`src/rtl/knn_pkg.sv`:
```
// Shared definitions for the KNN distance kernel.
// DATA_W can be overridden from the command line by defining the DATA_W macro.
// Coordinates are half of the output width, so a single squared difference
// always fits in DATA_W bits.

`ifndef DATA_W
`define DATA_W 32
`endif

package knn_pkg;

    // Output width of the squared distance
    localparam int DATA_W = `DATA_W;

    // Width of each unsigned coordinate
    localparam int COORD_W = DATA_W / 2;

    // Saturation value for the squared distance
    localparam logic [DATA_W-1:0] Z_MAX = {DATA_W{1'b1}};

endpackage : knn_pkg

```
`src/rtl/knn_sqdiff.sv`:
```
// Squared unsigned difference of two coordinates.
// The smaller operand is subtracted from the larger, so the difference never
// needs a sign bit. Its square always fits in twice the coordinate width.

module knn_sqdiff
    import knn_pkg::*;
#(
    parameter int COORD_W = knn_pkg::COORD_W,
    parameter int DATA_W  = knn_pkg::DATA_W
) (
    input  logic [COORD_W-1:0] a,
    input  logic [COORD_W-1:0] b,
    output logic [DATA_W-1:0]  sq
);

    logic [COORD_W-1:0] absDiff;
    logic [DATA_W-1:0]  absDiffWide;

    // Absolute difference, computed larger-minus-smaller to stay unsigned
    always_comb begin
        absDiff = '0;
        if (a >= b) begin
            absDiff = a - b;
        end else begin
            absDiff = b - a;
        end
    end

    // Widen before squaring so the product keeps all of its upper bits
    always_comb begin
        absDiffWide = DATA_W'(absDiff);
        sq          = absDiffWide * absDiffWide;
    end

endmodule : knn_sqdiff

```
`src/rtl/knn_core.sv`:
```
// KNN distance kernel: saturating squared Euclidean distance of two 2-D points.
// The distance output is purely combinational with zero latency.
// Optional feature macro KNN_MIN_TRACK_EN adds a running-minimum tracker
// (KNN_SAMPLE, min_z, min_valid). Without it the core has no flops, and
// clk/rst remain only so the port list matches across builds.

module knn_core
    import knn_pkg::*;
#(
    parameter int DATA_W = knn_pkg::DATA_W
) (
    input  logic                clk,
    input  logic                rst,
    input  logic                KNN_ENABLE,
    input  logic [DATA_W/2-1:0] x1,
    input  logic [DATA_W/2-1:0] x2,
    input  logic [DATA_W/2-1:0] y1,
    input  logic [DATA_W/2-1:0] y2,
    output logic [DATA_W-1:0]   z
`ifdef KNN_MIN_TRACK_EN
    ,
    input  logic                KNN_SAMPLE,
    output logic [DATA_W-1:0]   min_z,
    output logic                min_valid
`endif
);

    localparam int                CW   = DATA_W / 2;
    localparam logic [DATA_W-1:0] ZTOP = {DATA_W{1'b1}};

    logic [DATA_W-1:0] sqX;
    logic [DATA_W-1:0] sqY;
    logic [DATA_W:0]   sumWide;
    logic [DATA_W-1:0] sumSat;
    logic [DATA_W-1:0] zGated;

    knn_sqdiff #(
        .COORD_W (CW),
        .DATA_W  (DATA_W)
    ) uSqDiffX (
        .a  (x1),
        .b  (x2),
        .sq (sqX)
    );

    knn_sqdiff #(
        .COORD_W (CW),
        .DATA_W  (DATA_W)
    ) uSqDiffY (
        .a  (y1),
        .b  (y2),
        .sq (sqY)
    );

    // Add one bit wider than the output and clamp on carry-out instead of wrapping
    always_comb begin
        sumWide = {1'b0, sqX} + {1'b0, sqY};
        sumSat  = sumWide[DATA_W] ? ZTOP : sumWide[DATA_W-1:0];
    end

    // A disabled datapath reports a distance of zero
    always_comb begin
        zGated = '0;
        if (KNN_ENABLE) begin
            zGated = sumSat;
        end
    end

    assign z = zGated;

`ifdef KNN_MIN_TRACK_EN

    logic [DATA_W-1:0] minZ_q;
    logic [DATA_W-1:0] minZ_d;
    logic              minValid_q;
    logic              minValid_d;

    // Take a new minimum only if strictly smaller (ties keep the old value) or if nothing was sampled yet
    always_comb begin
        minZ_d     = minZ_q;
        minValid_d = minValid_q;
        if (KNN_ENABLE && KNN_SAMPLE) begin
            if (!minValid_q || (zGated < minZ_q)) begin
                minZ_d = zGated;
            end
            minValid_d = 1'b1;
        end
    end

    // Tracker registers; reset has priority over a simultaneous sample
    always_ff @(posedge clk) begin
        if (rst) begin
            minZ_q     <= ZTOP;
            minValid_q <= 1'b0;
        end else begin
            minZ_q     <= minZ_d;
            minValid_q <= minValid_d;
        end
    end

    assign min_z     = minZ_q;
    assign min_valid = minValid_q;

`else

    logic unusedClockReset;
    assign unusedClockReset = &{1'b0, clk, rst};

`endif

endmodule : knn_core

```
`config.mk`:
```
export PLATFORM = sky130hd
export DESIGN_NAME = knn_core
export DESIGN_NICKNAME = d
export VERILOG_FILES = /design/src/rtl/knn_pkg.sv /design/src/rtl/knn_sqdiff.sv /design/src/rtl/knn_core.sv
export SDC_FILE = /design/constraint.sdc
export NUM_CORES = 1
export LEC_CHECK = 0
export CAP_MARGIN = 30
export CORE_MARGIN = 1
export CORE_UTILIZATION = 50
export DETAILED_ROUTE_END_ITERATION = 10
export PLACE_DENSITY_LB_ADDON = 0.08
export SLEW_MARGIN = 10
export SYNTH_ARGS = -nofsm -noshare
export SYNTH_HDL_FRONTEND = slang
export SYNTH_SLANG_ARGS = --single-unit
```
`constraint.sdc`:
```
create_clock -name vclk -period 25.1
set_input_delay 7.53 -clock vclk [all_inputs]
set_output_delay 7.53 -clock vclk [all_outputs]
set_load 0.1 [all_outputs]
```
==> results of run 1 <==
## layout by cell type (no fill, tap or decap), types with 7 or more instances in the layout
cell,netlist,final
sky130_fd_sc_hd__buf_12,0,38
sky130_fd_sc_hd__o211ai_1,13,13
sky130_fd_sc_hd__a21o_1,52,51
sky130_fd_sc_hd__xor2_1,29,26
sky130_fd_sc_hd__fa_1,387,368
sky130_fd_sc_hd__clkdlybuf4s50_1,0,46
sky130_fd_sc_hd__xnor2_1,39,36
sky130_fd_sc_hd__nand2_2,1,7
sky130_fd_sc_hd__nand4_1,9,9
sky130_fd_sc_hd__nand3_1,11,11
sky130_fd_sc_hd__o21ai_0,34,26
sky130_fd_sc_hd__nor2b_1,9,9
sky130_fd_sc_hd__ha_4,0,17
sky130_fd_sc_hd__a21oi_2,1,7
sky130_fd_sc_hd__inv_2,5,26
sky130_fd_sc_hd__fa_2,0,19
sky130_fd_sc_hd__nor2_2,0,9
sky130_fd_sc_hd__o21a_1,47,42
sky130_fd_sc_hd__a21oi_1,72,64
sky130_fd_sc_hd__ha_1,258,239
sky130_fd_sc_hd__dlymetal6s2s_1,0,17
sky130_fd_sc_hd__nand2_1,116,110
sky130_fd_sc_hd__buf_6,5,9
sky130_fd_sc_hd__inv_1,559,537
sky130_fd_sc_hd__buf_4,0,271
sky130_fd_sc_hd__nor2_1,198,189
sky130_fd_sc_hd__or2_2,18,15
sky130_fd_sc_hd__nand2b_1,36,34
sky130_fd_sc_hd__o21bai_1,10,9
## path summary, 6_finish.rpt
| kind | start | endpoint | slack, ps | cells past startpoint |
|---|---|---|---|---|
| setup / recovery | y1[0] | z[8] | 280 | 38 |
| hold / removal | KNN_ENABLE | z[5] | 16040 | 4 |
## per-stage QoR
stage	setup WS [ps]	hold slack, ps
floorplan	262	15490
global placement	-512	16050
detailed placement	-601	16050
CTS	6.10	16060
global route	-26.6	16090
finish	284	16040
## cell families (layout without fill, tap and decap cells)
| family | Yosys count | count (layout) |
|---|---|---|
| adder cells (fa/ha/maj) | 645 | 645 |
| buffers and inverters | 635 | 954 |
| AND/OR/NAND/NOR | 427 | 427 |
| AO/OA/AOI/OAI | 293 | 293 |
| XOR/XNOR | 71 | 71 |
| multiplexers | 20 | 20 |
## worst max-delay path: cells and delay by family
kind	cells	cell delay (ps)
compound gates	9	1830
xor+xnor	2	560
fa+ha+maj	11	4880
buf+inv	11	1580
mux	1	340
simple gates	4	520
## per-layer routing
metal | vias up | track usage (%) | routed length (um)
met3 | 60 | 1.07 | 1740
met5 | - | 0 | 0
met4 | 0 | 4.27 | 915
met2 | 303 | 45.5 | 22600
li1 | 7001 | - | -
met1 | 7266 | 38.1 | 21300
## cell type report
cell class / instances / share of cell area [%]
timing repair buffer: 387 / 16.0
tap: 461 / 2.52
inverter: 567 / 9.33
multi-input combinational: 1456 / 72.1
## cell usage after synthesis, drive strengths merged, types with 5 or more instances
cell type  instances
ha               258
nor3               6
nor2b              9
nand3             11
xor2              30
o211ai            14
nand2b            36
a21oi             73
o31ai              6
a31oi              8
a211o              6
a211oi            11
mux2i             12
inv              564
o21a              47
nand4              9
nand2            117
buf               22
xnor2             40
fa               387
o21ai             37
mux2               8
or2               19
o21bai            10
nor2             198
a21o              52
or3                5
and3               5
clkbuf            46
## timing repair
item,in CTS,in global routing
setup endpoints to repair,32,32
cloned,3,0
buffers inserted,18,20
pin swaps,68,71
resized for setup,74,120
hold buffers,0,0
==> qor.log, run 1 <==
INFO  floorplanning  die_area=37300um^2
INFO  grt            grt_pass1_vias=15900
INFO  placement      port-buffer-count=97
INFO  setup_path     critPathRequiredTime=17570ps
INFO  final_layout   regArea=0um^2
INFO  setup_path     critical_path.slowest_cell=sky130_fd_sc_hd__fa_1
INFO  yosys          synth_top_family_by_area=adder cells
INFO  setup_path     timing.critical_path.from_type=input pin
INFO  final_layout   post-route-util=64.0%
INFO  timing         maxSlewViolCount=0
INFO  run_status     result_of_the_run=finished with violations
INFO  timing         timing.max_slew.rel_slack=65.4%
INFO  yosys          yosys_warnings=0
INFO  yosys          netlist_instances=2091
INFO  run_status     violations=DRC
INFO  yosys          ys_top_cells_by_area=sky130_fd_sc_hd__fa_1 (42%), sky130_fd_sc_hd__ha_1 (18%), sky130_fd_sc_hd__inv_1 (11%), sky130_fd_sc_hd__nor2_1 (4.1%), sky130_fd_sc_hd__nand2_1 (2.4%)
INFO  final_layout   area_growth=25.3%
INFO  grt            grt_use_total=26.6%
INFO  floorplanning  core.rowCount=69
INFO  yosys          share_of_cell_area_taken_by_muxes_after_synthesis=1.19%
INFO  grt            grt_max_degree=33
INFO  final_layout   layout.filler_cells=3066
INFO  routing        detail_route.first_pass.iterations=10
INFO  floorplanning  fp.coreArea=35700um^2
INFO  yosys          synth_largest_area_cell=sky130_fd_sc_hd__fa_1
INFO  setup_path     worst-path-max-fanout=8
INFO  routing        routed_wl=46.5mm
INFO  final_layout   fin_cells=2871
INFO  routing        num_vias=14600
INFO  yosys          syn-cell-area=18300um^2
INFO  routing        antenna_left=0
INFO  yosys          yosys.area_share.simple=10.4%
INFO  grt            antenna_violations_before_repair=0
INFO  placement      placedInstanceArea=21700um^2
INFO  setup_path     critical_path_arrival=17290ps
INFO  final_layout   fin_nets=3124
INFO  yosys          synth_adder_area_share=60.1%
INFO  placement      place_inst=2831
INFO  floorplanning  top_level_ports=99
INFO  grt            gr-total-overflow=0
INFO  routing        detailedRoute.firstIterationViolations=670
INFO  timing         timing_hold_violations_final=0
INFO  yosys          synth_top_cell_area_share=42.4%
INFO  timing         setup-tns-final=0ps
INFO  floorplanning  fp.dieH=193um
INFO  setup_path     critical_path_class=in2out
INFO  final_layout   antenna-diode-count=0
INFO  final_layout   layout-drive-gt1-share=20.8%
INFO  flow_run       cap_violations=0
INFO  setup_path     timing.critical_path.mode_cell=sky130_fd_sc_hd__fa_1
INFO  yosys          synth.distinct_cells=77
INFO  grt            grt_pass1_wl=78.8mm
INFO  timing         tightest_slew=512ps
INFO  setup_path     slowest_delay=600ps
INFO  placement      place_congestion=0.917
INFO  final_layout   footprint_of_the_multi_input_gates=16500um^2
INFO  yosys          syn_area_per_cell=8.73um^2
INFO  timing         min_period=24820ps
INFO  final_layout   layout.clock_buffers=0
INFO  yosys          synth_compound_area_share=11.2%
INFO  floorplanning  initial_utilization=51.1%
INFO  yosys          synth_sequential_area_ratio=0%
INFO  routing        drt-wirelength-per-cell=16.2um
INFO  timing         final-setup-viol-count=0
INFO  final_layout   post-route-cell-area=22900um^2
INFO  timing         clock.fmax=0.0403GHz
INFO  routing        via_per_inst=5.10
INFO  routing        remaining_drc_errors=4
INFO  final_layout   layout.sequential_cells=0
INFO  yosys          yosys.area_share.xor_xnor=3.63%
INFO  floorplanning  die_x=193um
INFO  timing         period_share=98.9%
INFO  min_path       class_of_the_most_critical_hold_timing_path=in2out
INFO  placement      detailedPlacementHpwl=41.2mm
INFO  yosys          synthesis.nets=2803
INFO  setup_path     setup_crit_end_kind=primary output
Power of run 1 is not shown: default switching activity piles up to over one toggle a cycle in this logic, so the estimate is an artifact.
==> run 2, diff against run 1 <==
--- a/config.mk
+++ b/config.mk
@@ -6,6 +6,7 @@
 export NUM_CORES = 1
 export LEC_CHECK = 0
 export CAP_MARGIN = 30
+export CORE_ASPECT_RATIO = 0.5
 export CORE_MARGIN = 1
 export CORE_UTILIZATION = 50
 export DETAILED_ROUTE_END_ITERATION = 10
==> run 2 against run 1 <==
The run now ends clean. Critical path depth grew 3. First-iteration DRC count is 41% higher. Maximum frequency decreased by 1.0%. Final cell count up 4.2%. Worst setup slack lost 250 ps. Global-route usage rose by 0.093 points. Worst hold slack got worse by 5.7 ps. Wire length rose by 2.9%. Non-clock buffer count is 98 higher. Clock-buffer cell count is the same. Utilization grew 1.8 points. Highest routed layer unchanged.
==> qor.log, run 2 (synthesis results as in run 1) <==
INFO  routing        detailedRoute.firstIterationViolations=945 [was 670]
INFO  final_layout   area_growth=29.5% [was 25.3%]
INFO  min_path       worstHoldEndpoint=z[2] [was z[5]]
INFO  final_layout   antenna-diode-count=0 [unchanged]
INFO  timing         tightest_slew=747ps [was 512 ps]
INFO  setup_path     critPathRequiredTime=17570ps [about the same]
INFO  timing         maxSlewViolCount=0 [unchanged]
INFO  flow_run       cap_violations=0 [unchanged]
INFO  grt            grt_use_total=26.7% [was 26.6%]
INFO  run_status     result_of_the_run=completed [was finished with violations]
INFO  setup_path     worst-path-max-fanout=13 [was 8]
INFO  routing        num_vias=15000 [was 14600]
INFO  grt            grt_pass1_wl=78.5mm [was 78.8 mm]
INFO  setup_path     critical_path.slowest_cell=sky130_fd_sc_hd__fa_1 [unchanged]
INFO  min_path       class_of_the_most_critical_hold_timing_path=in2out [unchanged]
INFO  floorplanning  core.rowCount=49 [was 69]
INFO  floorplanning  fp.coreArea=35900um^2 [was 35700 um^2]
INFO  floorplanning  initial_utilization=50.8% [was 51.1%]
INFO  final_layout   layout.clock_buffers=0 [unchanged]
INFO  timing         timing.max_slew.rel_slack=49.5% [was 65.4%]
INFO  floorplanning  die_x=272um [was 193 um]
INFO  setup_path     timing.critical_path.mode_cell=sky130_fd_sc_hd__fa_1 [unchanged]
INFO  routing        detail_route.first_pass.iterations=5 [was 10]
INFO  timing         hold-worst-slack=16040ps [about the same]
INFO  setup_path     timing.critical_path.from_type=input pin [unchanged]
INFO  final_layout   layout.filler_cells=3129 [was 3066]
INFO  final_layout   mostFrequentLayoutCell=sky130_fd_sc_hd__inv_1 [unchanged]
INFO  timing         min_period=25070ps [was 24820 ps]
INFO  routing        routed_wl=47.9mm [was 46.5 mm]
INFO  placement      detailedPlacementHpwl=42.3mm [was 41.2 mm]
INFO  grt            grt_pass1_vias=15400 [was 15900]
INFO  placement      place_congestion=0.914 [was 0.917]
INFO  final_layout   fin_nets=3223 [was 3124]
INFO  setup_path     slowest_delay=620ps [was 600 ps]
INFO  timing         period_share=99.9% [was 98.9%]
INFO  floorplanning  top_level_ports=99 [unchanged]
INFO  placement      port-buffer-count=97 [unchanged]
INFO  setup_path     setup_crit_end_kind=primary output [unchanged]
INFO  setup_path     critical_path_class=in2out [unchanged]
INFO  final_layout   layout-drive-gt1-share=23.2% [was 20.8%]
INFO  routing        antenna_left=0 [unchanged]
INFO  min_path       hold_path_depth=4 [unchanged]
INFO  timing         clock.fmax=0.0399GHz [was 0.0403 GHz]
INFO  min_path       worstHoldStart=KNN_ENABLE [unchanged]
INFO  floorplanning  fp.dieH=137um [was 193 um]
INFO  routing        drt-wirelength-per-cell=16.0um [was 16.2 um]
INFO  final_layout   layout.sequential_cells=0 [unchanged]
INFO  clocking       cts_hold_buffers=0 [unchanged]
INFO  grt            gr-total-overflow=0 [unchanged]
INFO  timing         final-setup-viol-count=0 [unchanged]
INFO  timing         timing_hold_violations_final=0 [unchanged]
INFO  routing        via_per_inst=5.00 [was 5.10]
INFO  setup_path     critical_path_arrival=17540ps [was 17290 ps]
INFO  final_layout   regArea=0um^2 [unchanged]
INFO  floorplanning  die_area=37300um^2 [about the same]
INFO  timing         setup_repair_after_global_routing_missed_its_margin=yes
INFO  grt            grt_max_degree=33 [unchanged]
INFO  routing        remaining_drc_errors=0 [was 4]
INFO  grt            antenna_violations_before_repair=0 [unchanged]
INFO  final_layout   most-common-layout-cells=sky130_fd_sc_hd__inv_1 (547), sky130_fd_sc_hd__fa_1 (368), sky130_fd_sc_hd__buf_4 (361) [was sky130_fd_sc_hd__inv_1 (537), sky130_fd_sc_hd__fa_1 (368), sky130_fd_sc_hd__buf_4 (271)]
## run 2: repair_timing
item | CTS | global route
buffers inserted | 28 | 24
endpoints found under the setup margin | 32 | 32
pin swaps | 19 | 109
gates cloned | 4 | 0
resized for setup | 58 | 108
## run 2: worst max-delay path, delay by kind of cell
family / cells / cell delay (ps)
simple gates: 3 / 470
mux: 1 / 300
compound gates: 9 / 1870
fa+ha+maj: 10 / 4630
xor+xnor: 2 / 400
buf+inv: 16 / 2320
## run 2: area by class of cell
type | instances | area [um^2] | area share [%]
Multi-Input combinational cell | 1457 | 16500 | 69.7
Timing Repair Buffer | 485 | 4430 | 18.7
Inverter | 567 | 2130 | 9.02
Tap cell | 484 | 606 | 2.56
## run 2: how the worst max path moves through the flow
stage	start	endpoint	cells past startpoint
final	x1[9]	z[22]	41
after global routing	x1[10]	z[9]	41
after CTS	x1[9]	z[9]	41
after detailed placement	x2[0]	z[23]	40
after floorplan	x1[3]	z[26]	37
after global placement	x2[0]	z[25]	37
## run 2: stage by stage
step | worst slack [ps] | instance area (um^2) | instances | util [%] | setup TNS, ps
finish | 29.4 | 23600 | 2993 | 65.8 | 0
detailed placement | -599 | 22400 | 2937 | 62.4 | -18800
global route | -275 | 23600 | 2993 | 65.8 | -8170
global placement | -587 | 22400 | 2937 | 62.4 | -18410
floorplan | 262 | 18300 | 2091 | - | 0
CTS | 3.36 | 23000 | 2969 | 63.9 | 0
## run 2: routing by layer
layer  global-route usage [%]  up-vias  wire length (um)
met3                     4.60       31              3380
met4                     1.84        0               373
met5                        0        -                 0
met1                     40.2     7344             23300
met2                     41.7      367             20900
li1                         -     7211                 -
Power of run 2 is left out for the same reason.
